<file path="src/rtl/sap1_program_loader_if.sv">
// rtl/sap1_program_loader_if.sv - byte-source, RAM write port and CPU control bundle for the SAP-1 loader
interface sap1_program_loader_if #(
   parameter int ADDR_W = 4
);
   logic              start;
   logic              in_valid;
   logic [7:0]        in_data;
   logic              in_ready;
   logic              ram_we;
   logic [ADDR_W-1:0] ram_addr;
   logic [7:0]        ram_data;
   logic              cpu_hold;
   logic              done;
   logic              error;

   modport slave (
      input  start, in_valid, in_data,
      output in_ready, ram_we, ram_addr, ram_data, cpu_hold, done, error
   );

   modport master (
      output start, in_valid, in_data,
      input  in_ready, ram_we, ram_addr, ram_data, cpu_hold, done, error
   );
endinterface

</file>
<file path="src/rtl/sap1_program_loader.sv">
// rtl/sap1_program_loader.sv - writes a byte-stream image into SAP-1 RAM, holding the CPU in clear until loaded
// Optional trailing checksum byte enabled by SAP1_LOADER_CHECKSUM_EN.
module sap1_program_loader #(
   parameter int ADDR_W = 4,
   parameter int WORDS  = 16
) (
   input  logic                 CLK,
   input  logic                 CLR,
   sap1_program_loader_if.slave bus
);
   localparam int CNT_W = ADDR_W + 1;

   typedef enum logic [2:0] {
      IDLE  = 3'd0,
      LOAD  = 3'd1,
      RUN   = 3'd2
`ifdef SAP1_LOADER_CHECKSUM_EN
      ,
      CHECK = 3'd3,
      ERROR = 3'd4
`endif
   } state_t;

   state_t            state_q, state_d;
   logic [CNT_W-1:0]  cnt_q, cnt_d;
   logic              in_ready_q, in_ready_d;
   logic              ram_we_q, ram_we_d;
   logic [ADDR_W-1:0] ram_addr_q, ram_addr_d;
   logic [7:0]        ram_data_q, ram_data_d;
   logic              cpu_hold_q, cpu_hold_d;
   logic              done_q, done_d;
`ifdef SAP1_LOADER_CHECKSUM_EN
   logic [7:0]        sum_q, sum_d;
   logic              error_q, error_d;
`endif
   logic              accept;
   logic              restart;

   // in_ready is only ever high in LOAD, so it doubles as the state qualifier
   assign accept = bus.in_valid && in_ready_q;

   always_comb begin
      state_d    = state_q;
      cnt_d      = cnt_q;
      in_ready_d = in_ready_q;
      ram_we_d   = 1'b0;
      ram_addr_d = ram_addr_q;
      ram_data_d = ram_data_q;
      cpu_hold_d = cpu_hold_q;
      done_d     = done_q;
      restart    = 1'b0;
`ifdef SAP1_LOADER_CHECKSUM_EN
      sum_d      = sum_q;
      error_d    = error_q;
`endif
      case (state_q)
         IDLE: begin
            cpu_hold_d = 1'b1;
            in_ready_d = 1'b0;
            restart    = bus.start;
         end
         LOAD: begin
            if (accept) begin
               cnt_d = cnt_q + CNT_W'(1);
`ifdef SAP1_LOADER_CHECKSUM_EN
               sum_d = sum_q + bus.in_data;
               if (cnt_q == CNT_W'(WORDS)) begin
                  state_d    = CHECK;
                  in_ready_d = 1'b0;
               end else begin
                  ram_we_d   = 1'b1;
                  ram_addr_d = cnt_q[ADDR_W-1:0];
                  ram_data_d = bus.in_data;
               end
`else
               ram_we_d   = 1'b1;
               ram_addr_d = cnt_q[ADDR_W-1:0];
               ram_data_d = bus.in_data;
               if (cnt_q == CNT_W'(WORDS - 1)) begin
                  state_d    = RUN;
                  in_ready_d = 1'b0;
                  cpu_hold_d = 1'b0;
                  done_d     = 1'b1;
               end
`endif
            end
         end
         RUN: restart = bus.start;
`ifdef SAP1_LOADER_CHECKSUM_EN
         CHECK: begin
            if (sum_q == 8'd0) begin
               state_d    = RUN;
               cpu_hold_d = 1'b0;
               done_d     = 1'b1;
            end else begin
               state_d = ERROR;
               error_d = 1'b1;
            end
         end
         ERROR: restart = bus.start;
`endif
         default: state_d = IDLE;
      endcase

      if (restart) begin
         state_d    = LOAD;
         cnt_d      = '0;
         in_ready_d = 1'b1;
         cpu_hold_d = 1'b1;
         done_d     = 1'b0;
`ifdef SAP1_LOADER_CHECKSUM_EN
         sum_d      = 8'd0;
         error_d    = 1'b0;
`endif
      end
   end

   always_ff @(posedge CLK) begin
      if (CLR) begin
         state_q    <= IDLE;
         cnt_q      <= '0;
         in_ready_q <= 1'b0;
         ram_we_q   <= 1'b0;
         ram_addr_q <= '0;
         ram_data_q <= 8'd0;
         cpu_hold_q <= 1'b1;
         done_q     <= 1'b0;
`ifdef SAP1_LOADER_CHECKSUM_EN
         sum_q      <= 8'd0;
         error_q    <= 1'b0;
`endif
      end else begin
         state_q    <= state_d;
         cnt_q      <= cnt_d;
         in_ready_q <= in_ready_d;
         ram_we_q   <= ram_we_d;
         ram_addr_q <= ram_addr_d;
         ram_data_q <= ram_data_d;
         cpu_hold_q <= cpu_hold_d;
         done_q     <= done_d;
`ifdef SAP1_LOADER_CHECKSUM_EN
         sum_q      <= sum_d;
         error_q    <= error_d;
`endif
      end
   end

   assign bus.in_ready = in_ready_q;
   assign bus.ram_we   = ram_we_q;
   assign bus.ram_addr = ram_addr_q;
   assign bus.ram_data = ram_data_q;
   assign bus.cpu_hold = cpu_hold_q;
   assign bus.done     = done_q;
`ifdef SAP1_LOADER_CHECKSUM_EN
   assign bus.error    = error_q;
`else
   assign bus.error    = 1'b0;
`endif
endmodule

</file>
<file path="src/flat_wrapper.sv">
// flat-port wrapper written by rule: the top's interface ports become plain ports
module sap1_program_loader_flat 
#(
   parameter int ADDR_W = 4,
   parameter int WORDS  = 16
)
  (CLK, CLR, bus_start, bus_in_valid, bus_in_data, bus_in_ready, bus_ram_we, bus_ram_addr, bus_ram_data, bus_cpu_hold, bus_done, bus_error);
  sap1_program_loader_if #(.ADDR_W(ADDR_W)) bus_i ();
  input  logic CLK;
  input  logic CLR;
  input wire logic [$bits(bus_i.start)-1:0] bus_start;
  input wire logic [$bits(bus_i.in_valid)-1:0] bus_in_valid;
  input wire logic [$bits(bus_i.in_data)-1:0] bus_in_data;
  output wire logic [$bits(bus_i.in_ready)-1:0] bus_in_ready;
  output wire logic [$bits(bus_i.ram_we)-1:0] bus_ram_we;
  output wire logic [$bits(bus_i.ram_addr)-1:0] bus_ram_addr;
  output wire logic [$bits(bus_i.ram_data)-1:0] bus_ram_data;
  output wire logic [$bits(bus_i.cpu_hold)-1:0] bus_cpu_hold;
  output wire logic [$bits(bus_i.done)-1:0] bus_done;
  output wire logic [$bits(bus_i.error)-1:0] bus_error;
  assign bus_i.start = bus_start;
  assign bus_i.in_valid = bus_in_valid;
  assign bus_i.in_data = bus_in_data;
  assign bus_in_ready = bus_i.in_ready;
  assign bus_ram_we = bus_i.ram_we;
  assign bus_ram_addr = bus_i.ram_addr;
  assign bus_ram_data = bus_i.ram_data;
  assign bus_cpu_hold = bus_i.cpu_hold;
  assign bus_done = bus_i.done;
  assign bus_error = bus_i.error;
  sap1_program_loader #(.ADDR_W(ADDR_W), .WORDS(WORDS)) u_core (.CLK(CLK), .CLR(CLR), .bus(bus_i));
endmodule
</file>
<file path="config.mk">
export PLATFORM = sky130hd
export DESIGN_NAME = sap1_program_loader_flat
export DESIGN_NICKNAME = d
export VERILOG_FILES = /design/src/rtl/sap1_program_loader_if.sv /design/src/rtl/sap1_program_loader.sv /design/src/flat_wrapper.sv
export SDC_FILE = /design/constraint.sdc
export NUM_CORES = 1
export LEC_CHECK = 0
export BUFFER_PORTS_ARGS = -buffer_cell sky130_fd_sc_hd__buf_2
export CAP_MARGIN = 20
export CORE_MARGIN = 2
export CORE_UTILIZATION = 43
export CTS_CLUSTER_DIAMETER = 120
export DETAILED_ROUTE_END_ITERATION = 8
export PLACE_DENSITY = 0.74
export SLEW_MARGIN = 0
export SYNTH_ARGS = -nofsm -noshare
export SYNTH_HDL_FRONTEND = slang
export SYNTH_SLANG_ARGS = --single-unit
</file>
<file path="constraint.sdc">
create_clock -name CLK -period 1.7 [get_ports CLK]
set_input_delay 0.17 -clock CLK [delete_from_list [all_inputs] [get_ports CLK]]
set_output_delay 0.17 -clock CLK [all_outputs]
set_load 0.05 [all_outputs]
</file>
---- Yosys cells after proc, flatten, opt, wreduce, memory -nomap -nowiden ----
Index checks and enable logic that the tools add are counted.
Widths: inputs -> output; s select.
word-level totals
  register bits ........................... 24
  input port bits ......................... 12
  output and inout bits ................... 17
  logic and storage cells ................. 44
cells by class
  $add $sub $neg .......................... 1
  equal/unequal tests ..................... 8
  multiplexer cells ....................... 11
  bitwise operators ....................... 2
  reductions and logical operators ........ 13
operator list
  operator             number
  $reduce_and 3->1     5
  $mux 1               6
  $mux 3               2
  $ne 2x1->1 const B   3
  $ne 3x1->1 const B   2
  $pmux 3 s2           1
  $reduce_or 2->1      3
  $add 5x1->5 const B  1
  $eq 5x4->1 const B   1
  $pmux 1 s2           2
  $eq 3x1->1 const B   1
  $eq 3x2->1 const B   1
  $logic_not 3->1      1
  $reduce_bool 3->1    1
  $not 1->1            2
  $reduce_and 2->1     1
  $reduce_bool 2->1    1
  $logic_and 1x1->1    1

---- Logic depth before layout (Yosys ltp) ----
  depth in word-level cells ............... 5
  mapped depth ............................ 6

---- Worst setup path after synthesis ----
OpenSTA, ideal clock, no wires.
  path type ............................... reg2reg
  from .................................... register u_core.cnt_q[0]
  to ...................................... register u_core.cpu_hold_q, in the netlist u_core.bus.cpu_hold
  arrival time ............................ 1,431 ps
  required time ........................... 1,573 ps
  setup slack ............................. 142 ps
  stages on the path, launching flop included .. 7
  cell sequence ........................... dfxtp_1 ha_1 and3_1 ha_1 nand3_1 o21ai_0 or3b_1
on the way
  cells in the longest elaborated chain, start to end .. 3
RTL lines
  element                            RTL line                    RTL
  from (decl)                        sap1_program_loader.sv:25   logic [CNT_W-1:0] cnt_q, cnt_d;
  from (signal assigned)             sap1_program_loader.sv:134  cnt_q <= cnt_d;
  $eq 5x4->1                         sap1_program_loader.sv:79   if (cnt_q == CNT_W'(WORDS - 1)) begin
  $ne 2x1->1 (no source line)        --
  $reduce_and 3->1 (no source line)  --
  to (signal assigned)               sap1_program_loader.sv:139  cpu_hold_q <= cpu_hold_d;
  to (decl)                          sap1_program_loader.sv:30   logic cpu_hold_q, cpu_hold_d;
Every way passes these cells.
A chain may end at the register's enable or synchronous reset.

---- Worst setup path in the final report ----
  from .................................... register u_core.cnt_q[1]
  to ...................................... register u_core.cpu_hold_q, in the netlist u_core.bus.cpu_hold
Same word-level chain as after synthesis.

==> qor.txt <==
Setup crit start kind = register
Final setup TNS = 0 ps
Metal2 WL = 828 um
Hold-fix buffers, CTS = 0
WS Path Type = register to register
CP required = 1910 ps
Mapped cell area = 879.6 um2
ANT cells = 0
Leak = 0.4638 nW
Die H = 49.23 um
Vias/cell = 4.800
Critical Path AT = 1800 ps
Clk_lat worst skew = 310 ps
RD Place Congestion = 0.6853
Final worst slack = 108.3 ps
DR WL met3 = 81 um
Syn Area/Cell = 8.458 um2
CTS Buf Count = 3
First-pass GRT wire length = 2863 um
Number of remaining DRC errors = 0
Top fanout value on the critical path = 4
Routed length per instance = 10.59 um
Layout net count = 148
Row count = 16
Clock transition at path regs = 130 ps
Final Hold Fails = 0
Type of the worst min-delay path = input port to register
Pwr dens = 817.9 nW/um2
Core Area = 1942 um2
Via Count = 768
RR Startpoint = u_core.cnt_q[1]$_SDFFE_PP0P_
Skew final = 2.274 ps
Outcome = completed
Reg2Reg Capture Point = u_core.bus.cpu_hold$_SDFFE_PP1P_
Hold_sp = bus_in_data[5]
Worst slack, placed = 86.37 ps
Max-cap violation count = 0
I/O Pins = 29
VDD IR-drop max = 0.5461 mV
Vias in the first global route = 657
Worst-case reg-to-reg path depth = 6
Port Buffer Count = 27
Post-Syn Instances = 104
Yosys warnings = 0
Sequential share of the synthesized area = 52.35%
Drt pass-1 iters = 3
Slew Limit Fails = 0
Register bit total from synthesis = 23
Worst-path cell chain = ha_1 > and3_1 > ha_2 > nand3_1 > o21ai_0 > or3b_1
CP max-delay cell = dfxtp_2
Share of layout cells above drive strength 1 = 28.57%
GR Util All Layers = 15.12%
Top routing layer used = met4
RSZ-0062 raised after global routing = no
Area growth, synth to finish = 22.05%
Worst Hold Depth = 3
Grt ovf = 0
DRT antenna net count = 0
Minimum clock period = 1592 ps
Max Freq = 628.2 MHz
Reg-to-reg setup timing slack = 110 ps
Syn nets = 118
DRT iter0 DRCs = 4
Die W = 49.23 um
Cell variety after synth = 23
Worst path top cell family by delay = simple AND/OR/NAND/NOR gates
Root Buffer Master = clkbuf_4
CTS max path bufs = 2
Worst path bufs/invs = 0
Hold Path End = u_core.bus.ram_data[5]$_SDFFE_PP0P_
TritonCTS clock tree = done
Max incr delay on CP = 370 ps
H-tree depth = 1
CP endpoint kind = register
Routed WL = 1694 um
Antenna violations before repair = 0
Largest net degree at the start of global routing = 17
Die Area = 2423 um2
Initial Utilization = 45.30%
Final period utilization = 93.63%
CTS Sinks = 23
# setup viols final = 0
Metal1 wirelength = 770 um
Detailed placement HPWL = 1229 um
area by class of cell:
| class | count | area [um2] |
|---|---|---|
| clock inverter | 1 | 5.005 |
| timing repair buffer | 31 | 165.2 |
| tap | 27 | 33.78 |
| clock buffer | 3 | 22.52 |
| multi-input combinational | 73 | 377.9 |
| fill | 203 | 868.3 |
| inverter | 2 | 7.507 |
| sequential | 23 | 461.7 |
cells in the mapped netlist (all sizes together):
library cell	n	share of area, %
dfxtp	23	52
nand3	3	1.7
nand4b	1	1.7
nand2b	2	1.4
and4b	1	1.1
buf	5	3.7
or3b	1	1.0
o21ai	3	1.7
clkbuf	1	0.43
a21oi	18	10
and2b	1	0.85
nor2	6	2.6
nand2	27	12
and3	1	0.71
a31oi	1	0.71
nand3b	1	0.85
a211oi	1	0.85
xnor2	1	1.0
or3	2	1.4
inv	2	0.85
ha	2	2.8
conb	1	0.43
power breakdown:
part | internal (mW) | total (mW) | switching, mW
registers | 0.546 | 0.553 | 0.00729
clock network | 0.0880 | 0.256 | 0.168
logic | 0.0217 | 0.0683 | 0.0466
worst max path at each step:
stage                                 start                          endpoint  slack, ps  cells past startpoint
5_1_grt        u_core.cnt_q[1]$_SDFFE_PP0P_  u_core.bus.cpu_hold$_SDFFE_PP1P_          2                      6
4_1_cts        u_core.cnt_q[1]$_SDFFE_PP0P_  u_core.bus.cpu_hold$_SDFFE_PP1P_         40                      6
3_3_place_gp   u_core.cnt_q[1]$_SDFFE_PP0P_  u_core.bus.cpu_hold$_SDFFE_PP1P_        130                      6
3_5_place_dp   u_core.cnt_q[1]$_SDFFE_PP0P_  u_core.bus.cpu_hold$_SDFFE_PP1P_         90                      6
6_report       u_core.cnt_q[1]$_SDFFE_PP0P_  u_core.bus.cpu_hold$_SDFFE_PP1P_        110                      6
2_1_floorplan  u_core.cnt_q[0]$_SDFFE_PP0P_  u_core.bus.cpu_hold$_SDFFE_PP1P_        140                      6
flip-flops by register name, summed over array words and instances (netlist names):
register             flops
u_core.cnt_q             5
u_core.bus.ram_addr      4
u_core.bus.done          1
u_core.bus.cpu_hold      1
u_core.bus.in_ready      1
u_core.bus.ram_data      8
u_core.bus.ram_we        1
u_core.state_q           2
per-layer routing:
layer  global-route usage [%]  vias to the layer above
met1                    19.85                      343
met2                    24.32                       19
met5                        0                        -
met4                    7.143                        0
met3                    2.147                        2
li1                         -                      404
logic make-up (layout without fill, tap and decap cells):
group,count (synthesis),in the layout,share of synthesized area (%)
buffers and inverters,8,37,4.978
xor gates and xnor gates,1,1,0.9959
other,1,1,0.4263
DFF,23,23,52.35
AOI/OAI and AO/OA,23,23,13.51
and+or+nand+nor,46,46,24.89
adders and majority gates,2,2,2.844
through the flow:
| stage | std cells | total power [mW] | hold slack (ps) | utilization (%) | cell area (um2) |
|---|---|---|---|---|---|
| 2_1_floorplan | 104 | 0.6116 | 239.1 | - | 879.6 |
| 3_3_place_gp | 155 | 0.6325 | 411.6 | 53.29 | 1035 |
| 3_5_place_dp | 155 | 0.6344 | 419.7 | 53.29 | 1035 |
| 4_1_cts | 159 | 0.8877 | 69.56 | 54.70 | 1062 |
| 5_1_grt | 160 | 0.9119 | 74.70 | 55.28 | 1074 |
| 6_report | 160 | 0.8780 | 79.39 | 55.28 | 1074 |
worst min-delay path: cells and delay by family:
kind                   cells  cell delay [ps]
AO/OA/AOI/OAI              1               50
buffers and inverters      1              100
AND/OR/NAND/NOR            1               50
cell usage in the layout, fill, tap and decap left out, drive strengths merged:
master,count
nand4b,1
a31oi,1
inv,2
nand2b,2
xnor2,1
or3,2
o21ai,3
or3b,1
ha,2
and3,1
buf,31
conb,1
and4b,1
a21oi,18
clkinv,1
nand3,3
nand2,27
a211oi,1
dfxtp,23
nand3b,1
and2b,1
nor2,6
clkbuf,3
what timing repair did:
action / 4_1_cts / 5_1_grt
buffers inserted: 0 / 1
resized for setup: 0 / 2
setup endpoints to repair: 0 / 1
(Power assumes the default switching activity.)
